[src/rtl/serial_subtractor.sv]
// serial_subtractor: computes a - b one bit per clock, LSB first, as a + ~b + 1.
//
// Ports
//   clk      rising-edge clock
//   rst      synchronous, active-high reset
//   start    begin a subtraction (accepted in IDLE or DONE, ignored in RUN)
//   a, b     minuend / subtrahend, captured only on an accepted start
//   busy     high while the FSM is in RUN
//   done     one-cycle pulse while the FSM is in DONE (new result valid)
//   diff     registered a - b modulo 2^WIDTH, held until the next completion
//   overflow signed overflow of the last completed subtraction
//   borrow   unsigned borrow (a < b) of the last completed subtraction
module serial_subtractor #(
  parameter int WIDTH = 4
) (
  input  logic             clk,
  input  logic             rst,
  input  logic             start,
  input  logic [WIDTH-1:0] a,
  input  logic [WIDTH-1:0] b,
  output logic             busy,
  output logic             done,
  output logic [WIDTH-1:0] diff,
  output logic             overflow,
  output logic             borrow
);

  localparam int CW = $clog2(WIDTH);

  typedef enum logic [1:0] {IDLE, RUN, DONE} state_e;

  state_e           state_q, state_d;
  logic [WIDTH-1:0] a_q, b_q, res_q, diff_q;
  logic [CW-1:0]    cnt_q;
  logic             carry_q, ovf_q, brw_q;

  // One full-adder slice on the current LSBs, subtrahend inverted.
  logic a_bit, nb_bit, sum_bit, cout, last_bit;
  assign a_bit    = a_q[0];
  assign nb_bit   = ~b_q[0];
  assign sum_bit  = a_bit ^ nb_bit ^ carry_q;
  assign cout     = (a_bit & nb_bit) | (a_bit & carry_q) | (nb_bit & carry_q);
  assign last_bit = (cnt_q == CW'(WIDTH - 1));

  always_comb begin
    state_d = state_q;
    case (state_q)
      IDLE:    if (start) state_d = RUN;
      RUN:     if (last_bit) state_d = DONE;
      DONE:    state_d = start ? RUN : IDLE;
      default: state_d = IDLE;
    endcase
  end

  always_ff @(posedge clk) begin
    if (rst) begin
      state_q <= IDLE;
      a_q     <= '0;
      b_q     <= '0;
      res_q   <= '0;
      diff_q  <= '0;
      cnt_q   <= '0;
      carry_q <= 1'b0;
      ovf_q   <= 1'b0;
      brw_q   <= 1'b0;
    end else begin
      state_q <= state_d;
      case (state_q)
        IDLE, DONE: begin
          if (start) begin
            a_q     <= a;
            b_q     <= b;
            res_q   <= '0;
            cnt_q   <= '0;
            carry_q <= 1'b1;  // the "+1" of the two's complement negate
          end
        end
        RUN: begin
          a_q     <= a_q >> 1;
          b_q     <= b_q >> 1;
          res_q   <= {sum_bit, res_q[WIDTH-1:1]};
          carry_q <= cout;
          cnt_q   <= cnt_q + CW'(1);
          if (last_bit) begin
            // carry_q is the carry into the MSB, cout the carry out of it.
            diff_q <= {sum_bit, res_q[WIDTH-1:1]};
            brw_q  <= ~cout;
            ovf_q  <= carry_q ^ cout;
          end
        end
        default: ;
      endcase
    end
  end

  assign busy     = (state_q == RUN);
  assign done     = (state_q == DONE);
  assign diff     = diff_q;
  assign overflow = ovf_q;
  assign borrow   = brw_q;

endmodule

[config.mk]
export PLATFORM = sky130hd
export DESIGN_NAME = serial_subtractor
export DESIGN_NICKNAME = d
export VERILOG_FILES = /design/src/rtl/serial_subtractor.sv
export SDC_FILE = /design/constraint.sdc
export NUM_CORES = 1
export LEC_CHECK = 0
export ABC_AREA = 1
export CAP_MARGIN = 20
export CORE_MARGIN = 2
export CORE_UTILIZATION = 30
export CTS_CLUSTER_DIAMETER = 200
export CTS_CLUSTER_SIZE = 30
export DETAILED_ROUTE_END_ITERATION = 10
export HOLD_SLACK_MARGIN = 0.05
export PLACE_DENSITY = 0.56
export SLEW_MARGIN = 20
export SYNTH_ARGS = -nofsm -noshare
export SYNTH_HDL_FRONTEND = slang
export SYNTH_SLANG_ARGS = --single-unit
[constraint.sdc]
create_clock -name clk -period 1.4 [get_ports clk]
set_input_delay 0.14 -clock clk [delete_from_list [all_inputs] [get_ports clk]]
set_output_delay 0.14 -clock clk [all_outputs]
set_load 0.02 [all_outputs]
== After elaboration in Yosys (flattened, before gate mapping) ==
Index checks and enable logic that the tools add are counted.
Word-level totals
  register bits: 23
  output and inout port bits: 8
  word-level logic and storage cells: 46
Cells by class
  add/subtract/negate cells: 1
  equality and inequality tests: 6
  muxes and demuxes: 14
  bitwise logic cells: 10
  reductions and logical operators: 6
Operators with widths (number)
  $pmux 4 s2: 3
  $mux 4: 3
  $mux 2: 3
  $pmux 2 s3: 1
  $reduce_and 2->1: 3
  $eq 2x2->1 const B: 2
  $ne 2x2->1 const B: 2
  $pmux 2 s2: 1
  $and 1x1->1: 3
  $xor 1x1->1: 3
  $add 2x1->2 const B: 1
  $eq 2x1->1 const B: 1
  $logic_not 2->1: 1
  $mux 1: 2
  $ne 2x1->1 const B: 1
  $not 1->1: 2
  $or 1x1->1: 2
  $pmux 1 s2: 1
  $reduce_bool 2->1: 1
  $reduce_or 2->1: 1

== Logic depth before layout (Yosys ltp) ==
  depth in word-level cells: 5
  depth in mapped cells: 7
  depth with buffers taken out: 6

== Worst setup path before layout ==
Ideal clock, no wire load.
  path type: reg2reg
  start point: register b_q[0]
  end point: register ovf_q, in the netlist overflow
  library setup time: 113 ps
  arrival: 1036 ps
  path slack: 251 ps
  cell stages (with the launch flop): 6
  path buffers: 0
  path through: dfxtp_1 -> inv_1 -> fa_1 -> xor2_1 -> nor2_1 -> nor2_1
Between the ends
  cells in the longest elaborated chain, start to end: 5
RTL lines
  from (decl): RTL line 33  | logic [WIDTH-1:0] a_q, b_q, res_q, diff_q;
  from (signal assigned): RTL line 80  | b_q <= b_q >> 1;
  $not 1->1 (*): RTL line 40  | assign nb_bit = ~b_q[0];
  $and 1x1->1: RTL line 42  | assign cout = (a_bit & nb_bit) | (a_bit & carry_q) | (nb_bit & carry_q);
  $or 1x1->1: RTL line 42
  $or 1x1->1 (*): RTL line 42
  $xor 1x1->1 (*): RTL line 88  | ovf_q <= carry_q ^ cout;
  to (signal assigned): RTL line 88
  to (decl): RTL line 35  | logic carry_q, ovf_q, brw_q;
Mark *: on every way between the ends. The rest lies on a longest branch, timed or not.
A chain may end at the register's enable or synchronous reset.

== Worst setup path after layout ==
  start point: register diff_q[0], in the netlist diff[0]
  end point: output port diff[0]
RTL lines
  from (decl): RTL line 33
  from (signal assigned): RTL line 86  | diff_q <= {sum_bit, res_q[WIDTH-1:1]};
  to (decl): RTL line 23  | output logic [WIDTH-1:0] diff,
No word-level cell between the ends.

==> metrics.csv <==
stage,metric,value,unit
global_routing,grt_pass1_wl,3.71,mm
worst_setup_path,cp_slowest_cell,clkdlybuf4s50_1,
floorplanning,coreArea,3610,µm²
global_routing,first_global_vias,895,
cts,clk_latency,260,ps
floorplanning,die_w,64.7,µm
cts,cts.sink_count,22,
placed_design,portBuffers,18,
worst_setup_path,cp_top_family,buffers and inverters,
layout,finalNonFillerCells,206,
sta,fin_crit,1340,ps
cts,cts_setup_buffers,0,
drt,viasPerCell,4.47,
worst_setup_path,crit_start,diff[0],
placed_design,dp.cells,202,
drt,drtIter0Drc,57,
sta,finalCritPeriodShare,96.0,%
placed_design,dpl-instance-area,1310,µm²
sta,relSlewSlack,82.8,%
run_status,status,finished clean,
layout,syn_to_final_growth,24.9,%
drt,dr.pass1.iters,4,
pwr,leakage,0.595,nW
worst_setup_path,critPathBufInv,1,
run,drv_cap,0,
global_routing,grt_usage,11.3,%
layout,fin_area,1380,µm²
sta,rsz0062_at_grt,no,
cts,clockBufferDepth,2,
min_path,hp-class,input port to flip-flop,
worst_setup_path,rr_startpoint,b_q[0],
floorplanning,start_util,30.7,%
sta,finalSetupViolations,0,
logic_synthesis,ys_ff_latch,22,
layout,multi_input_area,509,µm²
layout,fin_util,38.3,%
logic_synthesis,postSynthAreaPerCell,8.07,µm²
global_routing,antenna_found_initial,0,
drt,drc,0,
placed_design,dp_slack,67.5,ps
sta,layout_setup_ws,56.2,ps
drt,wirelength,2.12,mm
sta,tns,0,ps
logic_synthesis,syn_inst,137,
placed_design,dp.final_hpwl,1.58,mm
cts,cts_made_buffers,3,
worst_setup_path,worstSetupEndpointType,primary output,
floorplanning,io_pins,19,
layout,fillers,382,
global_routing,grt_start_max_net_pins,16,
logic_synthesis,syn_nets,150,
sta,slew_viol_final,0,
cts,cts_max_level,1,
layout,antenna_cells,0,
worst_setup_path,start_kind,flip-flop,
layout,final_cell_mix,"nand2_1, dfxtp_1, nand3_1",
layout,regArea,442,µm²
pwr,power,1.54,mW
drt,detail-route-antenna-nets,0,
floorplanning,core.rowCount,22,
logic_synthesis,ys_types,24,
sta,holdWs,451,ps
sta,timing.fmax,744,MHz
cts,cts_tree,done,
floorplanning,die-height,64.7,µm
worst_setup_path,cp_data_arrival_time,1200,ps
worst_setup_path,cp.required,1260,ps
global_routing,grt-ovfl-total,0,
placed_design,gp_congestion,0.747,
worst_setup_path,setup.worst_path.class,flip-flop to primary output,
worst_setup_path,critPathMaxStageDelay,600,ps
pwr,power.density,1110,nW/µm²
logic_synthesis,synth_area,1110,µm²
logic_synthesis,ys_seq_area_share,39.8,%
sta,skew,4.31,ps
layout,drive_above_1_share,19.6,%
sta,finalHoldViolations,0,
sta,worst_slew_pin_slew,258,ps
pwr,ir_worst_vdd,501,µV
drt,vias,920,
floorplanning,dieArea,4190,µm²
layout,num-nets-final,172,
cts,clk_pin_slew,80,ps
layout,final_common_cell,nand2_1,
logic_synthesis,yosysWarnings,0,
worst_setup_path,crit_chain,clkdlybuf4s50_1,
min_path,holdCritStartpoint,a[3],
cts,cts_root_buf,clkbuf_8,
worst_setup_path,crit_fanout,2,
drt,post_drt_wl_per_cell,10.3,µm
[final timing paths]
kind | slack, ps | cells after the start | to
worst max-delay path | 60 | 1 | diff[0]
worst min-delay path | 450 | 3 | a_q[3]
worst max register to register | 180 | 4 | res_q[3]
worst min register to register | 470 | 1 | cnt_q[0]
[synth_stat cells]
master    number  area [µm²]
nand2_1       29         109
dfxtp_1       22         440
nand3_1       17        85.1
inv_1         14        52.6
nor2_1        11        41.3
a21oi_2        6        52.6
nand3_2        6        60.1
nor3_1         6        30.0
buf_6          4        45.0
a21oi_1        3        15.0
buf_4          2        15.0
inv_2          2        7.51
inv_4          2        12.5
nand2_2        2        12.5
o21ai_1        2        10.0
buf_12         1        20.0
clkinv_1       1        3.75
fa_1           1        20.0
ha_1           1        12.5
nand2_8        1        20.0
nand3b_1       1        7.51
nor2_8         1        20.0
o21ai_0        1        5.00
xor2_1         1        8.76
[cell type report]
cell class                      instances  area share [%]
Multi-Input combinational cell         89            36.9
Sequential cell                        22            32.0
Timing Repair Buffer                   24            16.1
Inverter                               19            5.53
Tap cell                               48            4.35
Clock buffer                            3            2.99
Clock inverter                          1            2.17
[flip-flops by register name (all words and copies together) (netlist names)]
| name | count |
|---|---|
| diff | 4 |
| borrow | 1 |
| overflow | 1 |
| state_q | 2 |
| carry_q | 1 |
| cnt_q | 2 |
| res_q | 3 |
| a_q | 4 |
| b_q | 4 |
[per-layer routing]
layer  share of wire, %  GRT usage [%]
met5                  0              0
met4                1.3           5.59
met3                2.8           1.74
met2                 48           18.9
met1                 48           14.0
[where the power goes]
part | leakage [nW] | switching, mW | internal, mW
clock | 0.0357 | 0.209 | 0.382
combinational | 0.379 | 0.148 | 0.114
sequential | 0.180 | 0.0222 | 0.663
total | 0.595 | 0.379 | 1.16
[cells by family (layout without fill, tap and decap cells)]
| logic type | Yosys count | count (layout) | share of synthesized area, % |
|---|---|---|---|
| buffers and inverters | 26 | 47 | 14.1 |
| AO/OA/AOI/OAI | 12 | 12 | 7.47 |
| flip-flops | 22 | 22 | 39.8 |
| adder cells (fa/ha/maj) | 2 | 2 | 2.94 |
| XOR/XNOR | 1 | 1 | 0.792 |
| AND/OR/NAND/NOR | 74 | 74 | 34.8 |
[timing repair]
item | 4_1_cts | 5_1_grt
hold buffers | 0 | 0
endpoints found under the setup margin | 2 | 0
resized for setup | 3 | 0
No activity file was read; power rests on OpenSTA's default activity.
